<file path="src/rtl/stopwatch_lap_logic.sv">
// Parametrised min:sec:hundredths stopwatch with prescaler, overflow policy,
// display hold and a first-word-fall-through FIFO of captured lap times.
module stopwatch_lap_logic #(
  parameter int CLK_DIV   = 1,
  parameter int MAX_MINS  = 99,
  parameter int OVF_WRAP  = 0,
  parameter int LAP_DEPTH = 4
) (
  input  logic                           CLK_100Hz,
  input  logic                           reset_n,
  input  logic                           start_stop,
  input  logic                           hold,
  input  logic                           lap_n,
  input  logic                           lap_rd,
  output logic [6:0]                     stopwatch_unit_mins,
  output logic [5:0]                     stopwatch_unit_secs,
  output logic [6:0]                     stopwatch_unit_decs,
  output logic                           stopwatch_overflow,
  output logic [19:0]                    lap_time,
  output logic                           lap_valid,
  output logic                           lap_full,
  output logic [$clog2(LAP_DEPTH+1)-1:0] lap_count
);

  localparam int DIV_W = (CLK_DIV > 1) ? $clog2(CLK_DIV) : 1;
  localparam int PTR_W = $clog2(LAP_DEPTH);
  localparam int CNT_W = $clog2(LAP_DEPTH + 1);
  localparam logic [DIV_W-1:0] DIV_LAST = DIV_W'(CLK_DIV - 1);
  localparam logic [6:0]       MAX_M    = 7'(MAX_MINS);
  localparam logic [CNT_W-1:0] CNT_FULL = CNT_W'(LAP_DEPTH);

  logic [DIV_W-1:0] div_q, div_d;
  logic [6:0]       mins_q, mins_d;
  logic [5:0]       secs_q, secs_d;
  logic [6:0]       decs_q, decs_d;
  logic             ovf_q, ovf_d;
  logic [6:0]       disp_mins_q, disp_mins_d;
  logic [5:0]       disp_secs_q, disp_secs_d;
  logic [6:0]       disp_decs_q, disp_decs_d;
  logic             lap_prev_q, lap_prev_d;
  logic [19:0]      fifo_q [LAP_DEPTH];
  logic [19:0]      fifo_d [LAP_DEPTH];
  logic [PTR_W-1:0] wr_ptr_q, wr_ptr_d;
  logic [PTR_W-1:0] rd_ptr_q, rd_ptr_d;
  logic [CNT_W-1:0] cnt_q, cnt_d;

  logic running, tick, at_max;
  logic lap_fall, push, pop, full;

  always_comb begin
    running = !start_stop && !(ovf_q && (OVF_WRAP == 0));
    tick    = running && (div_q == DIV_LAST);
    at_max  = (mins_q == MAX_M) && (secs_q == 6'd59) && (decs_q == 7'd99);
    div_d   = div_q;
    mins_d  = mins_q;
    secs_d  = secs_q;
    decs_d  = decs_q;
    ovf_d   = ovf_q;
    // The prescaler only moves while running, so a stop/resume keeps the phase.
    if (running) begin
      div_d = tick ? '0 : div_q + DIV_W'(1);
    end
    if (tick) begin
      if (at_max) begin
        ovf_d = 1'b1;
        if (OVF_WRAP != 0) begin
          mins_d = '0;
          secs_d = '0;
          decs_d = '0;
        end
      end else if (decs_q != 7'd99) begin
        decs_d = decs_q + 7'd1;
      end else begin
        decs_d = '0;
        if (secs_q != 6'd59) begin
          secs_d = secs_q + 6'd1;
        end else begin
          secs_d = '0;
          mins_d = mins_q + 7'd1;
        end
      end
    end
  end

  always_comb begin
    disp_mins_d = disp_mins_q;
    disp_secs_d = disp_secs_q;
    disp_decs_d = disp_decs_q;
    if (hold) begin
      disp_mins_d = mins_q;
      disp_secs_d = secs_q;
      disp_decs_d = decs_q;
    end
  end

  // Handshake: lap_valid high means lap_time holds the oldest lap; a cycle with
  // lap_rd high while lap_valid is high consumes it at that clock edge.
  always_comb begin
    lap_prev_d = lap_n;
    lap_fall   = lap_prev_q && !lap_n;
    pop        = lap_rd && (cnt_q != '0);
    full       = (cnt_q == CNT_FULL);
    push       = lap_fall && (!full || pop);
    fifo_d     = fifo_q;
    wr_ptr_d   = wr_ptr_q;
    rd_ptr_d   = rd_ptr_q;
    cnt_d      = cnt_q;
    if (push) begin
      fifo_d[wr_ptr_q] = {mins_q, secs_q, decs_q};
      wr_ptr_d         = wr_ptr_q + PTR_W'(1);
    end
    if (pop) begin
      rd_ptr_d = rd_ptr_q + PTR_W'(1);
    end
    if (push && !pop) begin
      cnt_d = cnt_q + CNT_W'(1);
    end else if (pop && !push) begin
      cnt_d = cnt_q - CNT_W'(1);
    end
  end

  always_ff @(posedge CLK_100Hz or negedge reset_n) begin
    if (!reset_n) begin
      div_q       <= '0;
      mins_q      <= '0;
      secs_q      <= '0;
      decs_q      <= '0;
      ovf_q       <= 1'b0;
      disp_mins_q <= '0;
      disp_secs_q <= '0;
      disp_decs_q <= '0;
      lap_prev_q  <= 1'b1;
      wr_ptr_q    <= '0;
      rd_ptr_q    <= '0;
      cnt_q       <= '0;
      for (int i = 0; i < LAP_DEPTH; i++) begin
        fifo_q[i] <= '0;
      end
    end else begin
      div_q       <= div_d;
      mins_q      <= mins_d;
      secs_q      <= secs_d;
      decs_q      <= decs_d;
      ovf_q       <= ovf_d;
      disp_mins_q <= disp_mins_d;
      disp_secs_q <= disp_secs_d;
      disp_decs_q <= disp_decs_d;
      lap_prev_q  <= lap_prev_d;
      wr_ptr_q    <= wr_ptr_d;
      rd_ptr_q    <= rd_ptr_d;
      cnt_q       <= cnt_d;
      fifo_q      <= fifo_d;
    end
  end

  assign stopwatch_unit_mins = disp_mins_q;
  assign stopwatch_unit_secs = disp_secs_q;
  assign stopwatch_unit_decs = disp_decs_q;
  assign stopwatch_overflow  = ovf_q;
  assign lap_valid           = (cnt_q != '0);
  assign lap_full            = full;
  assign lap_count           = cnt_q;
  assign lap_time            = lap_valid ? fifo_q[rd_ptr_q] : 20'd0;

endmodule

</file>
<file path="config.mk">
export PLATFORM = sky130hd
export DESIGN_NAME = stopwatch_lap_logic
export DESIGN_NICKNAME = d
export VERILOG_FILES = /design/src/rtl/stopwatch_lap_logic.sv
export SDC_FILE = /design/constraint.sdc
export NUM_CORES = 1
export LEC_CHECK = 0
export CAP_MARGIN = 20
export CORE_ASPECT_RATIO = 0.6
export CORE_MARGIN = 4
export CORE_UTILIZATION = 49
export DETAILED_ROUTE_END_ITERATION = 6
export PLACE_DENSITY = 0.72
export SLEW_MARGIN = 15
export SYNTH_ARGS = -nofsm -noshare
export SYNTH_HDL_FRONTEND = slang
export SYNTH_SLANG_ARGS = --single-unit
</file>
<file path="constraint.sdc">
create_clock -name CLK_100Hz -period 2.6 [get_ports CLK_100Hz]
set_input_delay 0.78 -clock CLK_100Hz [delete_from_list [all_inputs] [get_ports CLK_100Hz]]
set_output_delay 0.78 -clock CLK_100Hz [all_outputs]
set_load 0.02 [all_outputs]
</file>
Yosys cells after proc, flatten, opt, wreduce, memory -nomap -nowiden
Index checks and enable logic that the tools add are counted.

storage, ports and cells
  flip-flop bits (word level) = 130
  input bits = 6
  output and inout bits = 46
  logic and storage cells = 74

cells by class
  add/sub/neg operators = 8
  order comparisons = 3
  equality and inequality tests = 6
  mux-type cells = 12
  bitwise logic cells = 6
  reduce and logical (&&, ||, !) cells = 23

operator list
  kind                                                                           count
  80-bit bitwise mux                                                             1
  20-bit two-way mux                                                             4
  20-bit binary-select mux with 2-bit select                                     1
  20-bit demux with 2-bit select                                                 1
  7-bit by 1-bit adder with 7-bit output (second input constant)                 2
  7-bit == test (second input constant)                                          2
  1-bit logical AND                                                              10
  7-bit two-way mux                                                              1
  7-bit != test (second input constant)                                          1
  6-bit by 1-bit adder with 6-bit output (second input constant)                 1
  6-bit == test (second input constant)                                          1
  3-bit >= comparator (second input constant)                                    2
  1-bit logical NOT                                                              6
  3-bit two-way mux                                                              2
  6-bit two-way mux                                                              1
  6-bit != test (second input constant)                                          1
  2-bit NOT with 3-bit output                                                    2
  2-bit by 1-bit adder with 2-bit output (second input constant)                 2
  1-bit NOT                                                                      4
  2-bit AND reduction                                                            2
  4-bit AND reduction                                                            1
  3-bit by 1-bit adder with 3-bit output (second input constant)                 1
  3-bit == test (second input constant)                                          1
  3-bit by 1-bit less-than comparator with 1-bit output (second input constant)  1
  other kinds (7)                                                                7

Longest topological paths before layout
Gate-level depths: netlist of run 1.

  word-level depth = 8
  mapped depth = 8
  mapped depth without buffers = 8

Least setup slack after synthesis of run 1
OpenSTA, ideal clock, no wires.

  path type = register -> register
  start point = register cnt_q[0], in the netlist lap_count[0]
  end point = register cnt_q[1], in the netlist lap_count[1]
  library setup time = 0.125 ns
  arrival time = 2.430 ns
  data required time = 2.475 ns
  slack = 0.045 ns
  stages on the path, launching flop included = 7
  buffers on the path = 0
  clock period less this slack = 2.555 ns
  path through = dfrtp_1 nor3b_1 a21oi_1 ha_1 inv_1 fa_1 mux2_2

between the ends
  elaborated cells on any way between the ends = 15
  classes of those cells = add/sub: 2; eq/ne: 1; mux: 2; reduce/logical: 10

RTL lines
  what                      RTL line  source
  start: declaration        45        logic [CNT_W-1:0] cnt_q, cnt_d;
  start signal: assignment  151       cnt_q <= cnt_d;
  3-bit == test             102       full = (cnt_q == CNT_FULL);
  via lap_full              21        output logic lap_full,
  1-bit logical NOT         103       push = lap_fall && (!full || pop);
  1-bit logical OR          103
  1-bit logical AND         103
  via push                  48        logic lap_fall, push, pop, full;
  1-bit logical AND         115       if (push && !pop) begin
  3-bit two-way mux         115
  via cnt_d[1]              45

The timed path passes the listed nets, and every way through them passes these cells. The select of a mux whose other input is x is not followed.
A chain may end at the register's enable or synchronous reset.

Worst setup path after layout of run 1
  start point = register rd_ptr_q[0]
  end point = output port lap_time[11]

between the ends
  word-level cells in the longest chain between the ends = 5

RTL lines
  what                                                    RTL line  source
  start: declaration                                      44        logic [PTR_W-1:0] rd_ptr_q, rd_ptr_d;
  start signal: assignment                                150       rd_ptr_q <= rd_ptr_d;
  2-bit NOT with 3-bit output (not written as such)       163       assign lap_time = lap_valid ? fifo_q[rd_ptr_q] : 20'd0;
  20-bit binary-select mux with 2-bit select              163
  20-bit two-way mux (not written as such) (2 in series)  163
  20-bit two-way mux                                      163
  end: declaration                                        19        output logic [19:0] lap_time,

No other way between the ends. The select of a mux whose other input is x is not followed.

==> flow_summary_export.csv, run 1 <==
group,metric,value,unit
run_status,status,"finished with violations",
run_status,violations,"setup timing",
worst_setup_path,cp-startpoint,"rd_ptr_q[0]",
layout,n_antenna_cell,0,
worst_setup_path,r2r_start,"decs_q[0]",
place,place_hpwl,8040,µm
worst_setup_path,end_kind,"output pin",
worst_setup_path,crit_top_cell,"buf_6",
sta,period_needed,2.66,ns
sta,tightest_slew,0.643,ns
floorplanning,io_pins,52,
synthesis,postSynthAreaPerCell,14.5,µm²
synthesis,synth_warnings,0,
layout,final_common_cell,"dfrtp_1",
sta,slew_headroom,56.8,%
worst_setup_path,reg2reg_depth,6,
clock_tree,cts_tree,"built",
layout,post-route-util,65.1,%
pwr,internal-power,5.99,mW
pwr,powerDensity,1150,nW/µm²
clock_tree,insertion_delay,0.41,ns
worst_setup_path,cp-start-kind,"flip-flop",
clock_tree,cts_buffers,17,
grt,overflow,0,
worst_setup_path,crit_fanout,6,
drt,antenna_left,0,
worst_setup_path,arrival,1.88,ns
hold_path,hold_path.class,"primary input to asynchronous set/reset pin",
place,pre_cts_ws,-0.170,ns
clock_tree,clock_path_buffers,2,
clock_tree,cts_root_buf,"clkbuf_16",
pwr,p_sw,2.60,mW
synthesis,ys_async_sr_fraction,100,%
pwr,p_comb_share,38.2,%
synthesis,synth_area,5840,µm²
synthesis,ys_ff_latch,130,
drt,first_pass_iters,4,
drt,drc,0,
floorplanning,die_h,92.6,µm
floorplanning,core-area,11500,µm²
synthesis,ys_seq_area_share,55.7,%
pwr,pwr-share-clk,27.1,%
sta,setup_slack,-0.0597,ns
drt,avgRoutedWirePerCell,20.1,µm
layout,final_cell_mix,"dfrtp_1 (128), mux2_2 (106), clkdlybuf4s50_1 (28)",
layout,drive_gt1_share,47.6,%
sta,hold_viol,0,
pwr,cellLeakagePower,3.39,nW
worst_setup_path,r2r_slack,0.33,ns
place,io_buffers,51,
sta,fin_crit_sh,102,%
clock_tree,h-tree-depth,4,
grt,antenna_found_initial,0,
pwr,p_sw_share,30.2,%
grt,grt_pass1_wl,21900,µm
worst_setup_path,crit_type,"flip-flop to output pin",
layout,instances_no_fill,654,
layout,nets,496,
pwr,seq_power_share,34.8,%
sta,slew_violations,0,
run,max_cap_violations,0,
clock_tree,cts.sinks,130,
grt,first_global_vias,4009,
drt,vias,3604,
synthesis,syn_inst,404,
sta,finClkSkew,0.00629,ns
sta,rsz0062_at_grt,"true",
worst_setup_path,cpPeakStageDelay,0.50,ns
floorplanning,initial_core_util,50.9,%
grt,grt_max_degree,45,
synthesis,synthFlopType,"dfrtp_1",
drt,drt_iter0_markers,188,
pwr,ir_worst_vdd,0.503,mV
synthesis,ys_types,40,
floorplanning,num_rows,30,
worst_setup_path,r2r_end,"mins_q[6]",
floorplanning,die_w,149,µm
worst_setup_path,critPathSlowestCell,"mux4_2",
grt,grt_use_total,20.9,%
sta,hold_ws,0.392,ns
sta,fmax,0.376,GHz
place,dp_cells,616,
drt,via_per_inst,5.51,
sta,setup_viol,15,
synthesis,synth_edf_count,0,
floorplanning,dieArea,13800,µm²
clock_tree,path_clk_slew,0.05,ns
worst_setup_path,worstPathRequired,1.82,ns
pwr,total_power,8.59,mW
worst_setup_path,path_cells,"buf_6, buf_16, mux4_2, and2_4, buf_6",
worst_setup_path,crit_end,"lap_time[11]",
layout,syn_to_final_growth,27.9,%
drt,drt-total-wl,13100,µm
synthesis,synth_nets,419,
place,place.gp.congestion,0.795,
-- power by group through the flow --
stage	clock (mW)	combinational, mW	sequential [mW]
4_1_cts	2.36	3.37	2.97
3_5_place_dp	0	2.93	2.99
3_3_place_gp	0	2.85	2.94
5_1_grt	2.47	3.52	3.05
6_report	2.32	3.28	2.99
2_1_floorplan	0	1.77	2.94
-- Yosys cell counts, types with 2 or more instances --
library cell	number	area, µm²
a21oi_1	3	15.0
and2_1	20	125
buf_2	13	65.1
clkbuf_1	11	41.3
dfrtp_1	129	3230
ha_1	8	100
inv_1	4	15.0
mux2_2	106	1190
mux2i_1	2	20.0
mux4_2	20	450
nand2_1	18	67.6
nand2b_1	3	18.8
nand3_1	8	40.0
nor2_1	6	22.5
nor3_1	6	30.0
nor4_1	3	18.8
o21ai_0	4	20.0
o31ai_1	2	15.0
or3_1	4	25.0
or4_1	2	15.0
xnor2_1	6	52.6
xor2_1	8	70.1
-- area by class of cell --
| cell class | count | area (µm²) |
|---|---|---|
| clock buffer | 29 | 551 |
| clock inverter | 3 | 40.0 |
| fill | 832 | 4010 |
| inverter | 4 | 15.0 |
| multi-input combinational | 243 | 2490 |
| sequential | 130 | 3260 |
| tap | 160 | 200 |
| timing repair buffer | 85 | 925 |
-- stage by stage --
stage	instance area [µm²]	TNS, ns
3_3_place_gp	6760	-1.02
4_1_cts	7520	-1.54
2_1_floorplan	5840	0
6_report	7480	-0.470
5_1_grt	7480	-1.47
3_5_place_dp	6760	-1.85
-- state kept, by name, summed over array words and instances, names as in the netlist --
| register | count |
|---|---|
| lap_prev_q | 1 |
| stopwatch_overflow | 1 |
| stopwatch_unit_mins | 7 |
| fifo_q | 80 |
| mins_q | 7 |
| stopwatch_unit_secs | 6 |
| div_q | 1 |
| rd_ptr_q | 2 |
| wr_ptr_q | 2 |
| decs_q | 7 |
| secs_q | 6 |
| lap_count | 3 |
| stopwatch_unit_decs | 7 |
-- logic make-up (layout without fill, tap and decap cells) --
group | count (synthesis) | in the layout | share of synthesized area (%)
flops | 130 | 130 | 55.7
mux | 128 | 128 | 28.5
simple gates | 78 | 78 | 7.71
buf+inv | 31 | 121 | 2.46
compound gates | 14 | 14 | 1.50
xor+xnor | 14 | 14 | 2.10
fa+ha+maj | 9 | 9 | 2.06
-- per-layer routing --
layer  track usage [%]  up-vias  wire length (µm)
met5                 0        -                 0
met4              6.93        0               150
met3              5.23       15               471
met2              32.5       67              6190
met1              29.1     1916              6320
li1                  -     1606                 -
-- what timing repair did --
item                                    CTS  global route
endpoints found under the hold margin     0             0
hold buffers                              0             0
pin swaps                                10             5
endpoints found under the setup margin   22            20
buffers inserted                          6             0
resized for setup                       131            11
gates cloned                              3             0
-- worst min path at each step --
stage                     startpoint      endpoint  slack (ns)  depth (start not counted)
after global placement    fifo_q[42]    fifo_q[42]        0.48                          1
after floorplan           fifo_q[20]    fifo_q[20]        0.47                          1
after detailed placement  fifo_q[31]    fifo_q[31]        0.49                          1
after global routing         reset_n  lap_count[1]        0.42                          1
after CTS                    reset_n  lap_count[0]        0.40                          1
final                        reset_n  lap_count[0]        0.39                          1
-- worst max-delay path: cells and delay by family, from the launching register on --
family        cells  cell delay (ns)
flops             1             0.41
buf+inv           3             0.40
simple gates      1             0.15
mux               1             0.50
Power figures use the tool's default switching activity.
==> run 2, diff against run 1 <==
--- a/config.mk
+++ b/config.mk
@@ -6,7 +6,6 @@
 export NUM_CORES = 1
 export LEC_CHECK = 0
 export CAP_MARGIN = 20
-export CORE_ASPECT_RATIO = 0.6
 export CORE_MARGIN = 4
 export CORE_UTILIZATION = 49
 export DETAILED_ROUTE_END_ITERATION = 6
==> flow_summary_export.csv, run 2 (synthesis gave the netlist of run 1 again) <==
group,metric,value,unit
worst_setup_path,reg2reg_depth,9,
floorplanning,io_pins,52,
worst_setup_path,arrival,1.87,ns
grt,overflow,0,
sta,finClkSkew,0.00777,ns
clock_tree,path_clk_slew,0.06,ns
worst_setup_path,end_kind,"output pin",
floorplanning,dieArea,13700,µm²
sta,slew_headroom,57.2,%
grt,grt_max_degree,44,
grt,met3_usage,3.80,%
sta,setup_viol,12,
sta,tightest_slew,0.637,ns
pwr,powerDensity,1110,nW/µm²
place,place_hpwl,7580,µm
sta,fin_crit_sh,102,%
layout,final_common_cell,"dfrtp_1",
place,place.gp.congestion,0.800,
clock_tree,cts_root_buf,"clkbuf_16",
drt,via_per_inst,5.47,
sta,setup_tns,-0.220,ns
layout,n_antenna_cell,0,
worst_setup_path,r2r_start,"lap_count[1]",
drt,drt-total-wl,11800,µm
sta,setup_slack,-0.0532,ns
clock_tree,cts_tree,"built",
floorplanning,core-area,11600,µm²
clock_tree,clock_path_buffers,2,
floorplanning,num_rows,39,
grt,first_global_vias,3801,
clock_tree,insertion_delay,0.40,ns
drt,avgRoutedWirePerCell,18.7,µm
clock_tree,cts.sinks,130,
layout,final_cell_mix,"dfrtp_1 (128), mux2_2 (106), clkdlybuf4s50_1 (28)",
worst_setup_path,crit_fanout,6,
worst_setup_path,crit_top_cell,"buf_6",
sta,fmax,0.377,GHz
layout,largest_reg_flops,80,
sta,hold_viol,0,
grt,grt_busiest_layer,"met2",
worst_setup_path,worstPathRequired,1.82,ns
layout,fin_area,7270,µm²
run,max_cap_violations,0,
run_status,violations,"setup timing",
clock_tree,cts_buffers,17,
run_status,status,"finished with violations",
layout,drive_gt1_share,45.3,%
worst_setup_path,r2r_slack,0.36,ns
drt,antenna_left,0,
worst_setup_path,cp-start-kind,"flip-flop",
grt,antenna_found_initial,0,
grt,use_met2,30.7,%
layout,regMostFlops,"fifo_q",
layout,syn_to_final_growth,24.3,%
worst_setup_path,crit_type,"flip-flop to output pin",
grt,grt_use_total,19.0,%
grt,grt_pass1_wl,19500,µm
layout,fillers,885,
clock_tree,postCtsHoldBufs,0,
worst_setup_path,path_cells,"buf_12, buf_6, mux4_2, and2_4, buf_6",
sta,slew_violations,0,
pwr,cellLeakagePower,3.29,nW
sta,rsz0062_at_grt,"true",
grt,use_met1,25.2,%
drt,drc,0,
drt,drt_iter0_markers,132,
worst_setup_path,r2r_end,"lap_count[2]",
clock_tree,h-tree-depth,4,
drt,vias,3439,
floorplanning,die_w,117,µm
sta,period_needed,2.65,ns
hold_path,hold_path.class,"primary input to asynchronous set/reset pin",
pwr,ir_worst_vdd,0.484,mV
worst_setup_path,critPathSlowestCell,"mux4_2",
drt,first_pass_iters,4,
floorplanning,initial_core_util,50.5,%
worst_setup_path,cpPeakStageDelay,0.50,ns
place,placed_area,6670,µm²
layout,nets,489,
floorplanning,die_h,117,µm
place,io_buffers,51,
==> run 2: worst max-delay path by stage <==
stage,start,to,cells past startpoint
2_1_floorplan,lap_count[0],lap_count[1],6
3_3_place_gp,start_stop,mins_q[6],6
3_5_place_dp,start_stop,mins_q[6],6
4_1_cts,rd_ptr_q[0],lap_time[6],5
5_1_grt,rd_ptr_q[0],lap_time[6],4
6_report,rd_ptr_q[0],lap_time[8],5
==> run 2: routing by layer <==
metal	part of all wire, %	vias up	routed length, µm
li1	-	1585	-
met1	45	1789	5300
met2	51	54	6000
met3	2.6	11	308
met4	1.3	0	154
met5	0	-	0
==> run 2: final cells by class <==
cell class	count	area, µm²	share of cell area (%)
clock buffer	26	489	6.73
clock inverter	5	52.6	0.723
inverter	4	15.0	0.207
multi-input combinational	243	2480	34.1
sequential	130	3260	44.8
tap	143	179	2.46
timing repair buffer	78	797	11.0
==> run 2: critical path, delay by kind of cell (launching register included) <==
family	cells	cell delay, ns
multiplexers	1	0.50
flip-flops	1	0.44
buffers and inverters	3	0.37
AND/OR/NAND/NOR	1	0.15
==> run 2: report_power, final <==
| group | total [mW] | switching [mW] | internal [mW] |
|---|---|---|---|
| logic | 2.91 | 1.24 | 1.67 |
| clock network | 2.18 | 0.803 | 1.38 |
| registers | 2.99 | 0.401 | 2.59 |
| total | 8.08 | 2.44 | 5.64 |
==> run 2: what timing repair did <==
item	4_1_cts	5_1_grt
pin swaps	3	0
setup endpoints to repair	22	20
cloned	2	0
setup buffers	3	0
resized for setup	116	10
==> run 2: per-stage QoR <==
stage / setup WS, ns / total power, mW / util [%] / instances / hold WS (ns)
CTS: -0.143 / 8.16 / 63.1 / 631 / 0.386
floorplan: 0.0453 / 4.71 / - / 404 / 0.474
finish: -0.0532 / 8.08 / 62.8 / 629 / 0.371
detailed placement: -0.139 / 5.85 / 57.7 / 595 / 0.490
global route: -0.113 / 8.51 / 62.8 / 629 / 0.408
global placement: -0.118 / 5.73 / 57.7 / 595 / 0.482
